===== config.mk =====
export PLATFORM = sky130hd
export DESIGN_NAME = booth_mult_arbiter
export DESIGN_NICKNAME = d
export VERILOG_FILES = /design/src/rtl/booth_mult_arbiter.sv
export SDC_FILE = /design/constraint.sdc
export NUM_CORES = 1
export LEC_CHECK = 0
export ABC_AREA = 1
export BUFFER_PORTS_ARGS = -buffer_cell sky130_fd_sc_hd__buf_2
export CORE_MARGIN = 3
export CORE_UTILIZATION = 42
export CTS_BUF_LIST = sky130_fd_sc_hd__clkbuf_8
export DETAILED_ROUTE_END_ITERATION = 16
export PLACE_DENSITY = 0.87
export SLEW_MARGIN = 20
export SYNTH_ARGS = -nofsm -noshare
export SYNTH_HDL_FRONTEND = slang
export SYNTH_SLANG_ARGS = --single-unit

===== constraint.sdc =====
create_clock -name CLK -period 1.84 [get_ports CLK]
set_clock_uncertainty 0.2 [all_clocks]
set_input_delay 0.368 -clock CLK [delete_from_list [all_inputs] [get_ports CLK]]
set_output_delay 0.368 -clock CLK [all_outputs]
set_load 0.005 [all_outputs]

===== src/rtl/booth_mult_arbiter.sv =====
// rtl/booth_mult_arbiter.sv - round-robin arbiter that shares one sequential Booth multiplier among NUM_REQ clients
// Defining MULT_TIMEOUT_EN adds an abort path for a multiplier that never raises M_DONE.
module booth_mult_arbiter #(
   parameter int DATAWIDTH   = 8,
   parameter int NUM_REQ     = 4,
   parameter int TIMEOUT_CYC = 64
) (
   input  logic                         CLK,
   input  logic                         RST,
   input  logic [NUM_REQ-1:0]           REQ,
   input  logic [NUM_REQ*DATAWIDTH-1:0] REQ_A,
   input  logic [NUM_REQ*DATAWIDTH-1:0] REQ_B,
   output logic [NUM_REQ-1:0]           GNT,
   output logic [NUM_REQ-1:0]           RSP_VALID,
   output logic [2*DATAWIDTH-1:0]       RSP_RESULT,
   output logic                         RSP_ERR,
   output logic                         BUSY,
   output logic                         M_RSTn,
   output logic                         M_START,
   output logic [DATAWIDTH-1:0]         M_A,
   output logic [DATAWIDTH-1:0]         M_B,
   input  logic [2*DATAWIDTH-1:0]       M_RESULT,
   input  logic                         M_DONE
);
   localparam int IW = (NUM_REQ > 1) ? $clog2(NUM_REQ) : 1;

   localparam logic [1:0] S_IDLE  = 2'd0;
   localparam logic [1:0] S_ISSUE = 2'd1;
   localparam logic [1:0] S_WAIT  = 2'd2;
   localparam logic [1:0] S_RESP  = 2'd3;

   logic [1:0]         state;
   logic [IW-1:0]      rr_ptr;
   logic [IW-1:0]      owner;
   logic [IW-1:0]      pick;
   logic               pick_ok;
   logic               wait_first;
   logic [NUM_REQ-1:0] owner_oh;
   logic [NUM_REQ-1:0] pick_oh;

`ifdef MULT_TIMEOUT_EN
   localparam int CW = $clog2(TIMEOUT_CYC + 1);
   logic [CW-1:0] wait_cnt;
   logic          err_q;
   assign RSP_ERR = err_q;
`else
   assign RSP_ERR = 1'b0;
`endif

   // Scan downward so the last hit written is the first set bit at or above rr_ptr.
   always_comb begin
      pick    = '0;
      pick_ok = 1'b0;
      for (int i = NUM_REQ - 1; i >= 0; i--) begin
         logic [IW:0] idx;
         idx = {1'b0, rr_ptr} + (IW+1)'(i);
         if (idx >= (IW+1)'(NUM_REQ))
            idx = idx - (IW+1)'(NUM_REQ);
         if (REQ[idx[IW-1:0]]) begin
            pick    = idx[IW-1:0];
            pick_ok = 1'b1;
         end
      end
   end

   assign pick_oh  = {{(NUM_REQ-1){1'b0}}, 1'b1} << pick;
   assign owner_oh = {{(NUM_REQ-1){1'b0}}, 1'b1} << owner;
   assign BUSY     = (state != S_IDLE);

   always_ff @(posedge CLK) begin
      if (RST) begin
         state      <= S_IDLE;
         rr_ptr     <= '0;
         owner      <= '0;
         wait_first <= 1'b0;
         GNT        <= '0;
         RSP_VALID  <= '0;
         RSP_RESULT <= '0;
         M_START    <= 1'b0;
         M_RSTn     <= 1'b0;
         M_A        <= '0;
         M_B        <= '0;
`ifdef MULT_TIMEOUT_EN
         wait_cnt   <= '0;
         err_q      <= 1'b0;
`endif
      end else begin
         GNT       <= '0;
         RSP_VALID <= '0;
         M_START   <= 1'b0;
         M_RSTn    <= 1'b1;
         case (state)
            S_IDLE: begin
               if (pick_ok) begin
                  owner   <= pick;
                  M_A     <= REQ_A[pick*DATAWIDTH +: DATAWIDTH];
                  M_B     <= REQ_B[pick*DATAWIDTH +: DATAWIDTH];
                  GNT     <= pick_oh;
                  M_START <= 1'b1;
                  state   <= S_ISSUE;
               end
            end
            S_ISSUE: begin
               rr_ptr     <= (owner == IW'(NUM_REQ - 1)) ? '0 : owner + 1'b1;
               wait_first <= 1'b1;
`ifdef MULT_TIMEOUT_EN
               wait_cnt   <= '0;
`endif
               state      <= S_WAIT;
            end
            S_WAIT: begin
               // M_DONE may still be high from the previous op during the first WAIT cycle.
               wait_first <= 1'b0;
               if (!wait_first && M_DONE) begin
                  RSP_RESULT <= M_RESULT;
                  RSP_VALID  <= owner_oh;
`ifdef MULT_TIMEOUT_EN
                  err_q      <= 1'b0;
`endif
                  state      <= S_RESP;
               end
`ifdef MULT_TIMEOUT_EN
               else if (wait_cnt == CW'(TIMEOUT_CYC - 1)) begin
                  M_RSTn     <= 1'b0;
                  RSP_RESULT <= '0;
                  RSP_VALID  <= owner_oh;
                  err_q      <= 1'b1;
                  state      <= S_RESP;
               end else begin
                  wait_cnt   <= wait_cnt + 1'b1;
               end
`endif
            end
            S_RESP: begin
`ifdef MULT_TIMEOUT_EN
               err_q <= 1'b0;
`endif
               state <= S_IDLE;
            end
            default: state <= S_IDLE;
         endcase
      end
   end
endmodule


==> impl_metrics.yaml <==
sta:
  finalMaxSlewViolations: 0
  setup_ws_ps: -78.5
  tns_ps: -882
  fmax_mhz: 521
  fin_crit_ps: 1920
  hold_ws_ps: 106
  setup_violations: 17
  rsz0062_at_grt: "true"
  fin_crit_sh_pct: 104
  hold_viol: 0
place:
  place_area_mm2: 0.00331
  numPortBuffers: 129
  post-dp-hpwl_um: 5410
  dpl.cell_count: 554
  gp_congestion: 0.837
final_layout:
  drive_above_1_share_pct: 43.8
  nets: 591
  fillCellCount: 477
  area_growth_pct: 52.7
  design_area_mm2: 0.00380
  insertedDiodeCount: 0
  finalNonFillerCells: 572
pwr:
  leakage_nw: 1.91
  ir_drop_uv: 867
  power_density_mw_per_mm2: 1670
synthesis:
  synth.ff_latch_count: 49
  synthDistinctLibCells: 26
  ys_top_cells_by_count: "nand2_1 (75), nand3_1 (73), dfxtp_1 (49), a21oi_1 (38), o21ai_0 (36)"
  yosysSeqAreaShare_pct: 39.4
  async_flop_share_pct: 0
  yosysTopAreaCellShare_pct: 39.4
  syn_area_per_cell_um2: 6.95
  synth_edf_count: 0
  synth_area_mm2: 0.00249
  synth_flop_cell: "dfxtp_1"
  netlist.top_cell.by_area: "dfxtp_1"
  yosysWarnings: 0
  yosys-top-cells-area: "dfxtp_1 (39%), nand3_1 (15%), nand2_1 (11%)"
  yosysMostFrequentCell: "nand2_1"
  synthesis.instances: 358
  synth_nets: 450
clock_network:
  clk_pin_slew_ps: 90
  cts_buffer_depth: 2
  ctsHoldBuffers: 0
  clk_latency_ps: 300
  cts.sinks: 49
  ctsHtreeMaxLevel: 2
  numCtsBuffers: 5
  root_buffer: "clkbuf_8"
  cts_tree: "done"
worst_setup_path:
  cp_slowest_stage_delay_ps: 390
  cp_num_buf_inv: 2
  cpMostUsedCell: "nand3_2"
  crit_type: "flip-flop to flip-flop"
  worstPathRequired_ps: 1840
  cp-start-kind: "flip-flop"
  cp_data_arrival_time_ps: 1910
  crit_slowest_cell: "dfxtp_4"
  cp_cell_sequence: "buf_6 > o21ai_4 > nand2_1 > nand3_2 > nand3_2 > a21oi_4 > buf_12 > nand3_1 > nand2_2 > a21oi_2"
  crit_fanout: 12
  critPathCaptureType: "flip-flop"
  reg2reg_slack_ps: -80
  critPathTopFamily: "simple AND/OR/NAND/NOR gates"
floorplan:
  floorplan.io_pins: 131
  start_util_pct: 44.4
  design.core.area_mm2: 0.00561
  die_area_mm2: 0.00689
  die_h_um: 83.0
  rows: 27
  die_w_um: 83.0
drt:
  wl_um: 8080
  wl_per_cell_um: 14.1
  routed_via_density: 5.24
  drc: 0
  firstDrtPassIters: 4
  num_vias: 2999
  drt-initial-drc-count: 112
  ant_nets: 0
hold_path:
  hold_class: "input pin to flip-flop"
global_route:
  antenna_found_initial: 0
  grt_pass1_vias: 2744
  grt_pass1_wl_um: 12500
  grt_max_degree: 37
  overflow: 0
  grt_usage_pct: 21.6
outcome:
  run_status: "complete, but fails checks"
  violations: "setup timing"
run:
  maxCapViolations: 0
-- through the flow --
step	util (%)	setup slack (ps)	power (mW)
floorplan	-	51.2	3.60
global placement	59.0	-160	4.56
detailed placement	59.0	-268	4.68
CTS	63.9	-27.7	5.72
global route	67.8	-173	6.85
finish	67.8	-78.5	6.34
-- worst register-to-register path, stage by stage, from the launching register on --
cell and delay, ps:
dfxtp_4 390, buf_6 150, o21ai_4 160, nand2_1 90
nand3_2 80, nand3_2 130, a21oi_4 220, buf_12 160
nand3_1 110, nand2_2 90, a21oi_2 40
-- cells in the final DEF (no fill, tap or decap), types with 3 or more instances in the layout --
cell type,synthesis,routed
a21oi_2,0,3
nor2_1,7,5
buf_6,4,3
o21ai_0,36,29
nand2_2,2,16
buf_4,3,13
nand2_4,1,8
buf_2,7,129
buf_12,0,7
o21ai_1,2,6
inv_1,34,32
a21oi_1,38,35
nand2_1,75,53
dfxtp_1,49,47
ha_1,5,4
nand3_1,73,63
clkbuf_8,0,5
nand3_2,2,10
-- cells by family after synthesis --
logic type,Yosys count,synth area share [%]
adders and majority gates,5,2.51
buffers and inverters,58,10.8
and+or+nand+nor,165,30.1
other,1,0.151
AOI/OAI and AO/OA,79,16.7
xor gates and xnor gates,1,0.352
DFF,49,39.4
-- power by group --
| part | internal [mW] | switching, mW |
|---|---|---|
| combinational | 1.81 | 2.35 |
| sequential | 1.37 | 0.178 |
| clock | 0.277 | 0.367 |
-- state kept, by name (all words and copies together), names as in the netlist --
signal      flops
M_B             8
GNT             4
state           2
M_RSTn          1
M_START         1
owner           2
RSP_RESULT     16
M_A             8
rr_ptr          2
RSP_VALID       4
wait_first      1
-- path summary, 6_finish.rpt --
kind | from | endpoint | depth (start not counted)
worst min-delay path | RST | rr_ptr[1]$_SDFFE_PP0N_ | 2
worst max register to register | rr_ptr[0]$_SDFFE_PP0N_ | M_B[1]$_SDFFE_PP0P_ | 10
worst max-delay path | rr_ptr[0]$_SDFFE_PP0N_ | M_B[1]$_SDFFE_PP0P_ | 10
worst min register to register | RSP_RESULT[0]$_SDFFE_PP0N_ | RSP_RESULT[0]$_SDFFE_PP0N_ | 2
-- metal layers --
metal / GRT usage, % / wire [um] / vias up
met5: 0 / 0 / -
li1: - / - / 1473
met1: 25.4 / 3290 / 1385
met2: 38.3 / 4060 / 129
met3: 5.26 / 568 / 12
met4: 7.28 / 165 / 0
-- cell type report --
| cell class | count | area, um2 | share of cell area [%] |
|---|---|---|---|
| timing repair buffer | 155 | 995 | 26.2 |
| clock inverter | 3 | 25.0 | 0.658 |
| clock buffer | 5 | 68.8 | 1.81 |
| tap | 72 | 90.1 | 2.37 |
| multi-input combinational | 252 | 1480 | 38.9 |
| inverter | 35 | 146 | 3.85 |
| timing repair inverter | 1 | 11.3 | 0.296 |
| sequential | 49 | 986 | 25.9 |
-- repair_timing --
item | in CTS | in global routing
buffers inserted | 5 | 1
pin swaps | 6 | 10
gates cloned | 1 | 4
gates resized for setup | 34 | 47
setup endpoints to repair | 23 | 23
Note: power is estimated with default switching activity, not from simulation.
